**src/rtl/bcd2bin_pkg.sv**
```systemverilog
// ============================================================================
// Module : bcd2bin_pkg
// Brief  : Shared constants, state encoding and digit check for the
//          BCD-to-binary sequencer.
// Rev    : 1.0  initial release
// ============================================================================
`default_nettype none

package bcd2bin_pkg;

  localparam int NDIG = 5;
  localparam int NBIN = 16;
  localparam int BCDW = 20;
  localparam int CNTW = 5;

  localparam logic [CNTW-1:0] CNT_LAST = 5'(NBIN);
  localparam logic [3:0]      CORR_SUB = 4'd3;
  localparam logic [3:0]      CORR_TH  = 4'd8;

  typedef enum logic [2:0] {
    S_IDLE  = 3'd0,
    S_LOAD  = 3'd1,
    S_SHIFT = 3'd2,
    S_CORR  = 3'd3,
    S_FIN   = 3'd4,
    S_DONE  = 3'd5
  } state_e;

  function automatic logic has_bad_digit(input logic [BCDW-1:0] v);
    logic bad;
    bad = 1'b0;
    for (int k = 0; k < NDIG; k++) begin
      if (v[4*k +: 4] > 4'd9) bad = 1'b1;
    end
    return bad;
  endfunction

endpackage

`default_nettype wire

```
**src/rtl/bcd2bin_seq_if.sv**
```systemverilog
// ============================================================================
// Module : bcd2bin_seq_if
// Brief  : Handshake and shift-register control bundle of the sequencer.
// Rev    : 1.0  initial release
// ============================================================================
`default_nettype none

interface bcd2bin_seq_if;
  import bcd2bin_pkg::*;

  logic            start;
  logic [BCDW-1:0] bcd_in;
  logic [BCDW-1:0] bcd_hi;
  logic            rst_ld;
  logic [BCDW-1:0] in_R1;
  logic            shift;
  logic [NDIG-1:0] lda2;
  logic [BCDW-1:0] in_R2;
  logic            busy;
  logic            done;
  logic            ovf;
  logic            err;

  modport slave (
    input  start, bcd_in, bcd_hi,
    output rst_ld, in_R1, shift, lda2, in_R2, busy, done, ovf, err
  );

  modport master (
    output start, bcd_in, bcd_hi,
    input  rst_ld, in_R1, shift, lda2, in_R2, busy, done, ovf, err
  );

endinterface

`default_nettype wire

```
**src/rtl/bcd_digit_corr.sv**
```systemverilog
// ============================================================================
// Module : bcd_digit_corr
// Brief  : Reverse double-dabble correction of one BCD digit (>=8 -> -3).
// Rev    : 1.0  initial release
// ============================================================================
`default_nettype none

module bcd_digit_corr
  import bcd2bin_pkg::*;
(
  input  logic [3:0] i_digit,
  output logic [3:0] o_digit,
  output logic       o_needs_corr
);

  assign o_needs_corr = (i_digit >= CORR_TH);
  assign o_digit      = o_needs_corr ? (i_digit - CORR_SUB) : i_digit;

endmodule

`default_nettype wire

```
**src/rtl/bcd2bin_seq.sv**
```systemverilog
// ============================================================================
// Module : bcd2bin_seq
// Brief  : Sequencer and digit-correction stage driving the BCD-to-binary
//          right-shift register (reverse double-dabble, 16 iterations).
// Rev    : 1.0  initial release
// ============================================================================
`default_nettype none

module bcd2bin_seq
  import bcd2bin_pkg::*;
(
  input  logic         clk,
  input  logic         rst,
  bcd2bin_seq_if.slave bus
);

  state_e          state_q, state_d;
  logic [CNTW-1:0] cnt_q, cnt_d;
  logic [BCDW-1:0] in_r1_q, in_r1_d;
  logic            rst_ld_q, rst_ld_d;
  logic            shift_q, shift_d;
  logic [NDIG-1:0] lda2_q, lda2_d;
  logic            busy_q, busy_d;
  logic            done_q, done_d;
  logic            ovf_q, ovf_d;
  logic            err_q, err_d;

  logic [NDIG-1:0] needs_corr;
  logic [BCDW-1:0] corr_digits;

  generate
    for (genvar k = 0; k < NDIG; k++) begin : g_digit
      bcd_digit_corr u_corr (
        .i_digit      (bus.bcd_hi[4*k +: 4]),
        .o_digit      (corr_digits[4*k +: 4]),
        .o_needs_corr (needs_corr[k])
      );
    end
  endgenerate

  always_comb begin
    state_d = state_q;
    cnt_d   = cnt_q;
    in_r1_d = in_r1_q;
    ovf_d   = ovf_q;
    err_d   = err_q;
    case (state_q)
      S_IDLE: begin
        if (bus.start) begin
          state_d = S_LOAD;
          in_r1_d = bus.bcd_in;
          ovf_d   = 1'b0;
          err_d   = has_bad_digit(bus.bcd_in);
        end
      end
      S_LOAD: begin
        cnt_d   = '0;
        state_d = S_SHIFT;
      end
      S_SHIFT: begin
        cnt_d   = cnt_q + 5'd1;
        state_d = (cnt_d == CNT_LAST) ? S_FIN : S_CORR;
      end
      S_CORR:  state_d = S_SHIFT;
      S_FIN: begin
        // Whatever remains in the BCD field after the last shift is >= 65536.
        ovf_d   = |bus.bcd_hi;
        state_d = S_DONE;
      end
      S_DONE:  state_d = S_IDLE;
      default: state_d = S_IDLE;
    endcase

    // Outputs are decoded from the next state so they register with it;
    // the correction mask samples bcd_hi after the preceding negedge shift.
    rst_ld_d = (state_d == S_LOAD);
    shift_d  = (state_d == S_SHIFT);
    lda2_d   = (state_d == S_CORR) ? needs_corr : '0;
    busy_d   = (state_d == S_LOAD) || (state_d == S_SHIFT) ||
               (state_d == S_CORR) || (state_d == S_FIN);
    done_d   = (state_d == S_DONE);
  end

  always_ff @(posedge clk or negedge rst) begin
    if (!rst) begin
      state_q  <= S_IDLE;
      cnt_q    <= '0;
      in_r1_q  <= '0;
      rst_ld_q <= 1'b0;
      shift_q  <= 1'b0;
      lda2_q   <= '0;
      busy_q   <= 1'b0;
      done_q   <= 1'b0;
      ovf_q    <= 1'b0;
      err_q    <= 1'b0;
    end else begin
      state_q  <= state_d;
      cnt_q    <= cnt_d;
      in_r1_q  <= in_r1_d;
      rst_ld_q <= rst_ld_d;
      shift_q  <= shift_d;
      lda2_q   <= lda2_d;
      busy_q   <= busy_d;
      done_q   <= done_d;
      ovf_q    <= ovf_d;
      err_q    <= err_d;
    end
  end

  assign bus.rst_ld = rst_ld_q;
  assign bus.in_R1  = in_r1_q;
  assign bus.shift  = shift_q;
  assign bus.lda2   = lda2_q;
  assign bus.in_R2  = corr_digits;
  assign bus.busy   = busy_q;
  assign bus.done   = done_q;
  assign bus.ovf    = ovf_q;
  assign bus.err    = err_q;

endmodule

`default_nettype wire

```
**src/flat_wrapper.sv**
```systemverilog
// flat-port wrapper written by rule: the top's interface ports become plain ports
module bcd2bin_seq_flat import bcd2bin_pkg::*;
  (clk, rst, bus_start, bus_bcd_in, bus_bcd_hi, bus_rst_ld, bus_in_R1, bus_shift, bus_lda2, bus_in_R2, bus_busy, bus_done, bus_ovf, bus_err);
  bcd2bin_seq_if bus_i ();
  input  logic clk;
  input  logic rst;
  input wire logic [$bits(bus_i.start)-1:0] bus_start;
  input wire logic [$bits(bus_i.bcd_in)-1:0] bus_bcd_in;
  input wire logic [$bits(bus_i.bcd_hi)-1:0] bus_bcd_hi;
  output wire logic [$bits(bus_i.rst_ld)-1:0] bus_rst_ld;
  output wire logic [$bits(bus_i.in_R1)-1:0] bus_in_R1;
  output wire logic [$bits(bus_i.shift)-1:0] bus_shift;
  output wire logic [$bits(bus_i.lda2)-1:0] bus_lda2;
  output wire logic [$bits(bus_i.in_R2)-1:0] bus_in_R2;
  output wire logic [$bits(bus_i.busy)-1:0] bus_busy;
  output wire logic [$bits(bus_i.done)-1:0] bus_done;
  output wire logic [$bits(bus_i.ovf)-1:0] bus_ovf;
  output wire logic [$bits(bus_i.err)-1:0] bus_err;
  assign bus_i.start = bus_start;
  assign bus_i.bcd_in = bus_bcd_in;
  assign bus_i.bcd_hi = bus_bcd_hi;
  assign bus_rst_ld = bus_i.rst_ld;
  assign bus_in_R1 = bus_i.in_R1;
  assign bus_shift = bus_i.shift;
  assign bus_lda2 = bus_i.lda2;
  assign bus_in_R2 = bus_i.in_R2;
  assign bus_busy = bus_i.busy;
  assign bus_done = bus_i.done;
  assign bus_ovf = bus_i.ovf;
  assign bus_err = bus_i.err;
  bcd2bin_seq u_core (.clk(clk), .rst(rst), .bus(bus_i));
endmodule
```
**config.mk**
```make
export PLATFORM = sky130hd
export DESIGN_NAME = bcd2bin_seq_flat
export DESIGN_NICKNAME = d
export VERILOG_FILES = /design/src/rtl/bcd2bin_pkg.sv /design/src/rtl/bcd2bin_seq_if.sv /design/src/rtl/bcd_digit_corr.sv /design/src/rtl/bcd2bin_seq.sv /design/src/flat_wrapper.sv
export SDC_FILE = /design/constraint.sdc
export NUM_CORES = 1
export LEC_CHECK = 0
export CELL_PAD_IN_SITES_DETAIL_PLACEMENT = 2
export CELL_PAD_IN_SITES_GLOBAL_PLACEMENT = 2
export CORE_MARGIN = 4
export CORE_UTILIZATION = 25
export DETAILED_ROUTE_END_ITERATION = 8
export GPL_ROUTABILITY_DRIVEN = 1
export PLACE_DENSITY_LB_ADDON = 0.25
export SYNTH_ARGS = -nofsm -noshare
export SYNTH_HDL_FRONTEND = slang
export SYNTH_SLANG_ARGS = --single-unit
```
**constraint.sdc**
```tcl
create_clock -name clk -period 1.9 [get_ports clk]
set_clock_uncertainty 0.1 [all_clocks]
set_input_delay 0.38 -clock clk [delete_from_list [all_inputs] [get_ports clk]]
set_output_delay 0.38 -clock clk [all_outputs]
set_load 0.05 [all_outputs]
```
Word level (Yosys, flattened, before mapping)
Index checks and enable logic that the tools add are counted.

Output and inout bits: 51. Input bits: 43. Bits in registers: 39. Logic and storage cells: 64.

Muxes and demuxes: 17. $lt $le $gt $ge: 10. $add $sub $neg: 6. Reductions and logical operators: 10. Eq/ne operators: 11.

Operator list (count): >= comparator 4 bit, second input constant (5); greater-than comparator 4 bit, second input constant (5); two-way mux 4 bit (5); OR reduction 20 bit (1); subtractor 4 x 2 -> 4 bit, second input constant (5); == test 3 x 2 -> 1 bit, second input constant (4); one-hot mux 3 bit (4 select lines) (1); one-hot mux 5 bit (2 select lines) (1); == test 3 bit, second input constant (3); == test 3 x 1 -> 1 bit, second input constant (2); two-way mux 1 bit (6); two-way mux 3 bit (2); adder 5 x 1 -> 5 bit, second input constant (1); == test 5 bit, second input constant (1); two-way mux 5 bit (1); AND reduction 2 bit (2); nonzero test 2 bit (2); logical NOT 3 bit (1); logical OR 1 bit (3); != test 2 bit, second input constant (1); one-hot mux 1 bit (2 select lines) (1); OR reduction 2 bit (1).

Depth between registers and ports, before layout
Gate-level depths: netlist (run 1).

Word-level depth: 8. Gate-level depth with buffers: 6. Gate-level depth less buffers: 6.

Modules after synthesis
A second synthesis (run 1) with hierarchy kept.

Cells, all modules: 191. Area total of the unflattened synthesis: 2118.3 µm².

By module, submodules not included: bcd2bin_seq (times used 1, sequential area each 975.9 µm², cells each 131, area an instance 1717.9 µm²); bcd_digit_corr (times used 5, sequential area each 0.0 µm², cells each 12, area an instance 80.1 µm²).

Worst setup path before layout (run 1)
No wires, ideal clock.

Path kind: input -> output. Start: input bus_bcd_hi[8]. End: output bus_in_R2[10]. Stages: 3. Data arrival time: 1514 ps. Path slack: -94 ps. Required time: 1420 ps. Buffers on the path: 0. Cells stage by stage: ha_1 nand2b_1 xnor2_1.

Word-level cells in the longest chain between the ends: 2. Elaborated cells on any way between the ends: 3. Classes of those cells: 1 x add/sub; 1 x order compare; 1 x mux.

Ends and longest elaborated chain: start: declaration (RTL line flat_wrapper.sv:9) `input wire logic [$bits(bus_i.bcd_hi)-1:0] bus_bcd_hi;`; subtractor 4 x 2 -> 4 bit / >= comparator 4 bit (equally long branches) (RTL line bcd_digit_corr.sv:17, bcd_digit_corr.sv:16); two-way mux 4 bit (*) (RTL line bcd_digit_corr.sv:17) `assign o_digit = o_needs_corr ? (i_digit - CORR_SUB) : i_digit;`; end: declaration (RTL line flat_wrapper.sv:14) `output wire logic [$bits(bus_i.in_R2)-1:0] bus_in_R2;`.

Every way passes the cells marked *; elsewhere a longest branch is shown, timed or not.

Final worst setup path (run 1)
Same ends and word-level chain as after synthesis.

==> results of run 1 <==
power by group through the flow:
stage	clock network, W	logic (W)	registers (W)
5_1_grt	0.000791	0.00190	0.00120
3_5_place_dp	0	0.00179	0.00118
4_1_cts	0.000749	0.00181	0.00117
3_3_place_gp	0	0.00177	0.00117
2_1_floorplan	0	0.000597	0.00164
6_report	0.000715	0.00179	0.00117
per-layer routing:
layer | vias to the layer above | part of all wire (%) | GRT usage [%] | routed length [um]
met3 | 5 | 9.1 | 5.17 | 620
met5 | - | 0 | 0 | 0
li1 | 838 | - | - | -
met4 | 0 | 1.2 | 4.73 | 82
met1 | 881 | 40 | 16.7 | 2720
met2 | 73 | 50 | 23.6 | 3390
worst register-to-register path: cells and delay by family, from the launching register on:
kind | cells | cell delay [ps]
AND/OR/NAND/NOR | 2 | 620
AO/OA/AOI/OAI | 1 | 400
flip-flops | 1 | 380
buffers and inverters | 1 | 160
through the flow:
step | setup TNS (ps) | setup WS [ps] | instances | total power, W | utilization (%)
final | 0 | 25.6 | 399 | 0.00367 | 45.4
after global routing | -33.3 | -33.3 | 399 | 0.00389 | 45.4
after CTS | 0 | 5.88 | 399 | 0.00372 | 45.0
after detailed placement | -6830 | -239 | 390 | 0.00297 | 43.2
after global placement | -6080 | -239 | 390 | 0.00293 | 43.2
after floorplan | 0 | 204 | 177 | 0.00224 | -
sequential cells by signal, indices dropped and copies added, names as in the netlist:
register,flops
u_core.bus.rst_ld,1
u_core.bus.done,1
u_core.cnt_q,5
u_core.bus.busy,1
u_core.bus.shift,1
u_core.state_q,3
u_core.bus.lda2,5
u_core.bus.ovf,1
u_core.bus.in_R1,20
u_core.bus.err,1
repair_timing:
| action | 4_1_cts | 5_1_grt |
|---|---|---|
| hold buffers | 1 | 0 |
| pin swaps | 5 | 4 |
| hold endpoints to repair | 21 | 0 |
| gates resized for setup | 23 | 5 |
| endpoints found under the setup margin | 20 | 8 |
synth_stat cells, drive strengths merged (2+ instances only):
cell	count	area, um2
nor4b	2	17.5
nand2	11	41.3
or3b	2	22.5
nor3	2	10.0
nor2	9	50.1
nand2b	7	43.8
inv	11	41.3
xor2	8	70.1
buf	3	51.3
a31oi	2	12.5
xnor2	5	43.8
nor2b	6	37.5
mux2	20	289
a21oi	6	30.0
ha	11	138
o21ai	16	80.1
dfrtp	39	976
nand3	3	15.0
and2	5	31.3
cell families after synthesis:
group	count (synthesis)	synth area share, %
muxes	20	13.9
buffers and inverters	14	4.47
AOI/OAI and AO/OA	29	7.97
DFF	39	47.1
adders and majority gates	11	6.64
xor gates and xnor gates	13	5.49
and+or+nand+nor	51	14.4
final timing paths:
check	start	endpoint	slack, ps	depth (start not counted)
worst max-delay path	bus_bcd_hi[8]	bus_in_R2[10]	30	5
worst min-delay path	u_core.bus.in_R1[18]	u_core.bus.in_R1[18]	420	1
worst max register to register	u_core.state_q[0]	u_core.bus.lda2[4]	180	4
worst min register to register	u_core.bus.in_R1[18]	u_core.bus.in_R1[18]	420	1
max in group asynchronous	rst	u_core.bus.lda2[2]	630	3
min in group asynchronous	rst	u_core.bus.in_R1[16]	520	2
cell type report:
| type | count | area, um2 | share of cell area (%) |
|---|---|---|---|
| clock buffer | 6 | 82.6 | 2.31 |
| inverter | 11 | 41.3 | 1.15 |
| timing repair buffer | 115 | 1210 | 33.9 |
| sequential | 39 | 976 | 27.3 |
| multi-input combinational | 124 | 1100 | 30.8 |
| clock inverter | 2 | 35.0 | 0.979 |
| tap | 102 | 128 | 3.57 |
==> metrics.csv, run 1 <==
metric;value;unit
Net Switching;0.00150;W
initial core utilization;26.3;%
CP endpoint kind;primary output;
syn nets;231;
Distinct cells, synth;31;
EDFF count, synth;0;
slew margin rel.;65.0;%
Die ar.;0.00981;mm2
Clock Path Buffers;2;
Fillers;806;
syn avg cell area;11.7;um2
Synth Cell Area;0.00207;mm2
hold_ws;421;ps
Seq/Total Area, Yosys;47.1;%
cell-internal power;0.00216;W
Post-synth ARST share;100;%
clk root buf;clkbuf_8;
# H-tree levels;2;
gr usage total;14.1;%
Routed wire per std cell;17.1;um
Final Setup Violations;0;
Clock Latency Late Sink;290;ps
Antenna Cells;0;
DRC Markers;0;
largest net degree at the start of global routing;24;
max cap viols;0;
CTS tree;yes;
Vias;1797;
type of the worst min-delay path;reg -> reg;
final WL;6820;um
unrepaired setup endpoints after global routing;true;
CP bufs+invs;2;
cells after synthesis;177;
postcts setup bufs;0;
pwr dens;1030;mW/mm2
commonest non-fill, non-tap cell in the layout;buf_4;
worst-path cell chain;dlygate4sd2_1, ha_1, nand2b_4, xnor2_2, buf_12;
final hold violations;0;
1st-iter DRT viols;47;
first-pass GRT wire length;10900;um
fin area;0.00358;mm2
clock-pin slew on the worst setup and hold paths;70;ps
Largest stage delay, worst path;280;ps
most frequent cells in the layout;buf_4 (51), dfrtp_1 (39), clkdlybuf4s50_1 (25), buf_12 (21), mux2_4 (17);
Layout area overhead;72.5;%
Worst VDD drop;270;uV
Comb pwr share;48.7;%
PortBufs;93;
Reg power frac;31.8;%
clk sinks;39;
CP max-delay cell;dlygate4sd2_1;
startpoint types;primary input;
Post-DP Area;0.00341;mm2
Core ar.;0.00789;mm2
DRT Pass-1 Iters;3;
Yosys warning total;0;
Yosys reg bits;39;
number of global-route vias before repair;2026;
status;finished clean;
Fmax achieved;534;MHz
Main synth FF type;dfrtp_1;
TritonCTS buffer count;5;
IO Count;94;
crit path max fanout;4;
die width;99.1;um
WP data arrival;1390;ps
Via density;4.50;
Req. time, crit path;1420;ps
number of core rows;32;
static leakage;1.71;nW
final net count;350;
Placer Congestion;0.724;
Final period util;98.7;%
ANT nets after route;0;
initial antenna violation count;0;
CP Class;in -> out;
Worst Tran Pin Value;525;ps
Final min period;1870;ps
Slew Viols, Final;0;
grt ovf;0;
CP top delay family;buffers and inverters;
layout cells sized above 1;40.7;%
DIE HEIGHT;99.1;um
HPWL Detailed;5450;um
Clk pwr share;19.5;%
Switching Share;41.0;%
Note: power is estimated with default switching activity, not from simulation.
==> run 2: changes to the inputs <==
--- a/config.mk
+++ b/config.mk
@@ -12,6 +12,7 @@
 export DETAILED_ROUTE_END_ITERATION = 8
 export GPL_ROUTABILITY_DRIVEN = 1
 export PLACE_DENSITY_LB_ADDON = 0.25
+export SKIP_CTS_REPAIR_TIMING = 1
 export SYNTH_ARGS = -nofsm -noshare
 export SYNTH_HDL_FRONTEND = slang
 export SYNTH_SLANG_ARGS = --single-unit
==> run 2 against run 1 <==
First-iteration DRC count is 19% higher. Largest power group unchanged. Register-to-register slack hardly changed. Sequential share of layout area is 0.23 points lower. Global-route usage is 0.15 points lower. Via count is 0.39% lower.
==> metrics.csv, run 2 (synthesis gave the netlist of run 1 again) <==
metric;value;unit
status;finished clean;
CP bufs+invs;2;
PortBufs;93;
type of the worst min-delay path;in -> reg;
HPWL Detailed;5450;um
Final period util;97.0;%
clk sinks;39;
number of core rows;32;
TritonCTS buffer count;5;
Die ar.;0.00981;mm2
met1 Track Usage GR;16.4;%
Clock Latency Late Sink;290;ps
Vias;1790;
commonest non-fill, non-tap cell in the layout;buf_4;
initial core utilization;26.3;%
Via density;4.49;
Core ar.;0.00789;mm2
most frequent cells in the layout;buf_4 (51), dfrtp_1 (39), clkdlybuf4s50_1 (24), buf_12 (21);
worst-path cell chain;clkdlybuf4s50_1, a21oi_1, nor2b_2, buf_12;
hold path depth;2;
crit path max fanout;3;
pwr dens;1020;mW/mm2
slew margin rel.;65.1;%
Worst VDD drop;273;uV
Hold Path End;u_core.bus.lda2[3];
# H-tree levels;2;
CP endpoint kind;primary output;
CTS tree;yes;
clock-pin slew on the worst setup and hold paths;80;ps
Layout area overhead;74.0;%
M2 GR Usage;23.4;%
Largest stage delay, worst path;580;ps
CP Class;in -> out;
grt ovf;0;
Antenna Cells;0;
Worst Tran Pin Value;523;ps
number of global-route vias before repair;2025;
CP top delay family;buffers and inverters;
first-pass GRT wire length;10800;um
Final min period;1840;ps
setup TNS;0;ps
Clock Path Buffers;2;
met3 usage;5.17;%
largest net degree at the start of global routing;24;
Req. time, crit path;1420;ps
CP max-delay cell;clkdlybuf4s50_1;
Slew Viols, Final;0;
startpoint types;primary input;
DIE HEIGHT;99.1;um
worst hold start;bus_bcd_hi[15];
Worst R2R Path Depth;4;
final net count;350;
DRC Markers;0;
worst reg2reg setup slack;180;ps
static leakage;1.83;nW
fin area;0.00361;mm2
unrepaired setup endpoints after global routing;false;
die width;99.1;um
max cap viols;0;
Fmax achieved;543;MHz
initial antenna violation count;0;
Routed wire per std cell;17.1;um
IO Count;94;
gr usage total;13.9;%
Post-DP Area;0.00341;mm2
DRT Pass-1 Iters;4;
WP data arrival;1360;ps
clk root buf;clkbuf_8;
Final Setup Violations;0;
layout cells sized above 1;39.7;%
ANT nets after route;0;
gr busiest metal;met2;
final WL;6830;um
Placer Congestion;0.724;
Largest register FFs;20;
worst r2r dst;u_core.bus.lda2[4];
final hold violations;0;
1st-iter DRT viols;56;
r2r startpoint;u_core.state_q[0];
-- run 2: cell type report --
type / instances / area [um2]
Sequential cell: 39 / 976
Clock buffer: 6 / 82.6
Timing Repair Buffer: 115 / 1270
Tap cell: 102 / 128
Clock inverter: 2 / 35.0
Multi-Input combinational cell: 124 / 1070
Fill cell: 806 / 4280
Inverter: 11 / 41.3
-- run 2: power by group --
group / internal, W / leakage, nW / total [W] / switching [W]
combinational: 0.000718 / 1.29 / 0.00179 / 0.00107
clock: 0.000425 / 0.0612 / 0.000714 / 0.000289
sequential: 0.00102 / 0.473 / 0.00117 / 0.000143
total: 0.00217 / 1.83 / 0.00367 / 0.00150
-- run 2: metrics by stage --
| stage | cells | total power (W) | utilization, % | hold WS (ps) | worst slack, ps |
|---|---|---|---|---|---|
| global placement | 390 | 0.00293 | 43.2 | 280 | -239 |
| CTS | 398 | 0.00372 | 44.7 | -37.4 | -250 |
| finish | 399 | 0.00367 | 45.7 | 397 | 56.7 |
| global route | 399 | 0.00388 | 45.7 | 403 | 14.8 |
| floorplan | 177 | 0.00224 | - | -15.6 | 204 |
| detailed placement | 390 | 0.00297 | 43.2 | 286 | -239 |
-- run 2: layer usage --
layer	wire, um	vias to the layer above
met5	0	-
met4	82	0
met3	632	5
met2	3400	73
met1	2720	875
li1	-	837
-- run 2: how the worst max path moves through the flow --
stage               slack, ps           start  cells after the start             to
finish                     60  bus_bcd_hi[10]                      4  bus_in_R2[11]
detailed placement       -240   bus_bcd_hi[8]                      5  bus_in_R2[10]
global route               10  bus_bcd_hi[10]                      4  bus_in_R2[11]
CTS                      -250   bus_bcd_hi[8]                      6   bus_in_R2[9]
floorplan                 200   bus_bcd_hi[8]                      3  bus_in_R2[10]
global placement         -240   bus_bcd_hi[8]                      5  bus_in_R2[10]
-- run 2: worst register-to-register path, stage by stage, from the launching register on --
cell,delay [ps]
dfrtp_1,380
buf_4,160
or3b_4,420
a31oi_1,400
and2_1,200
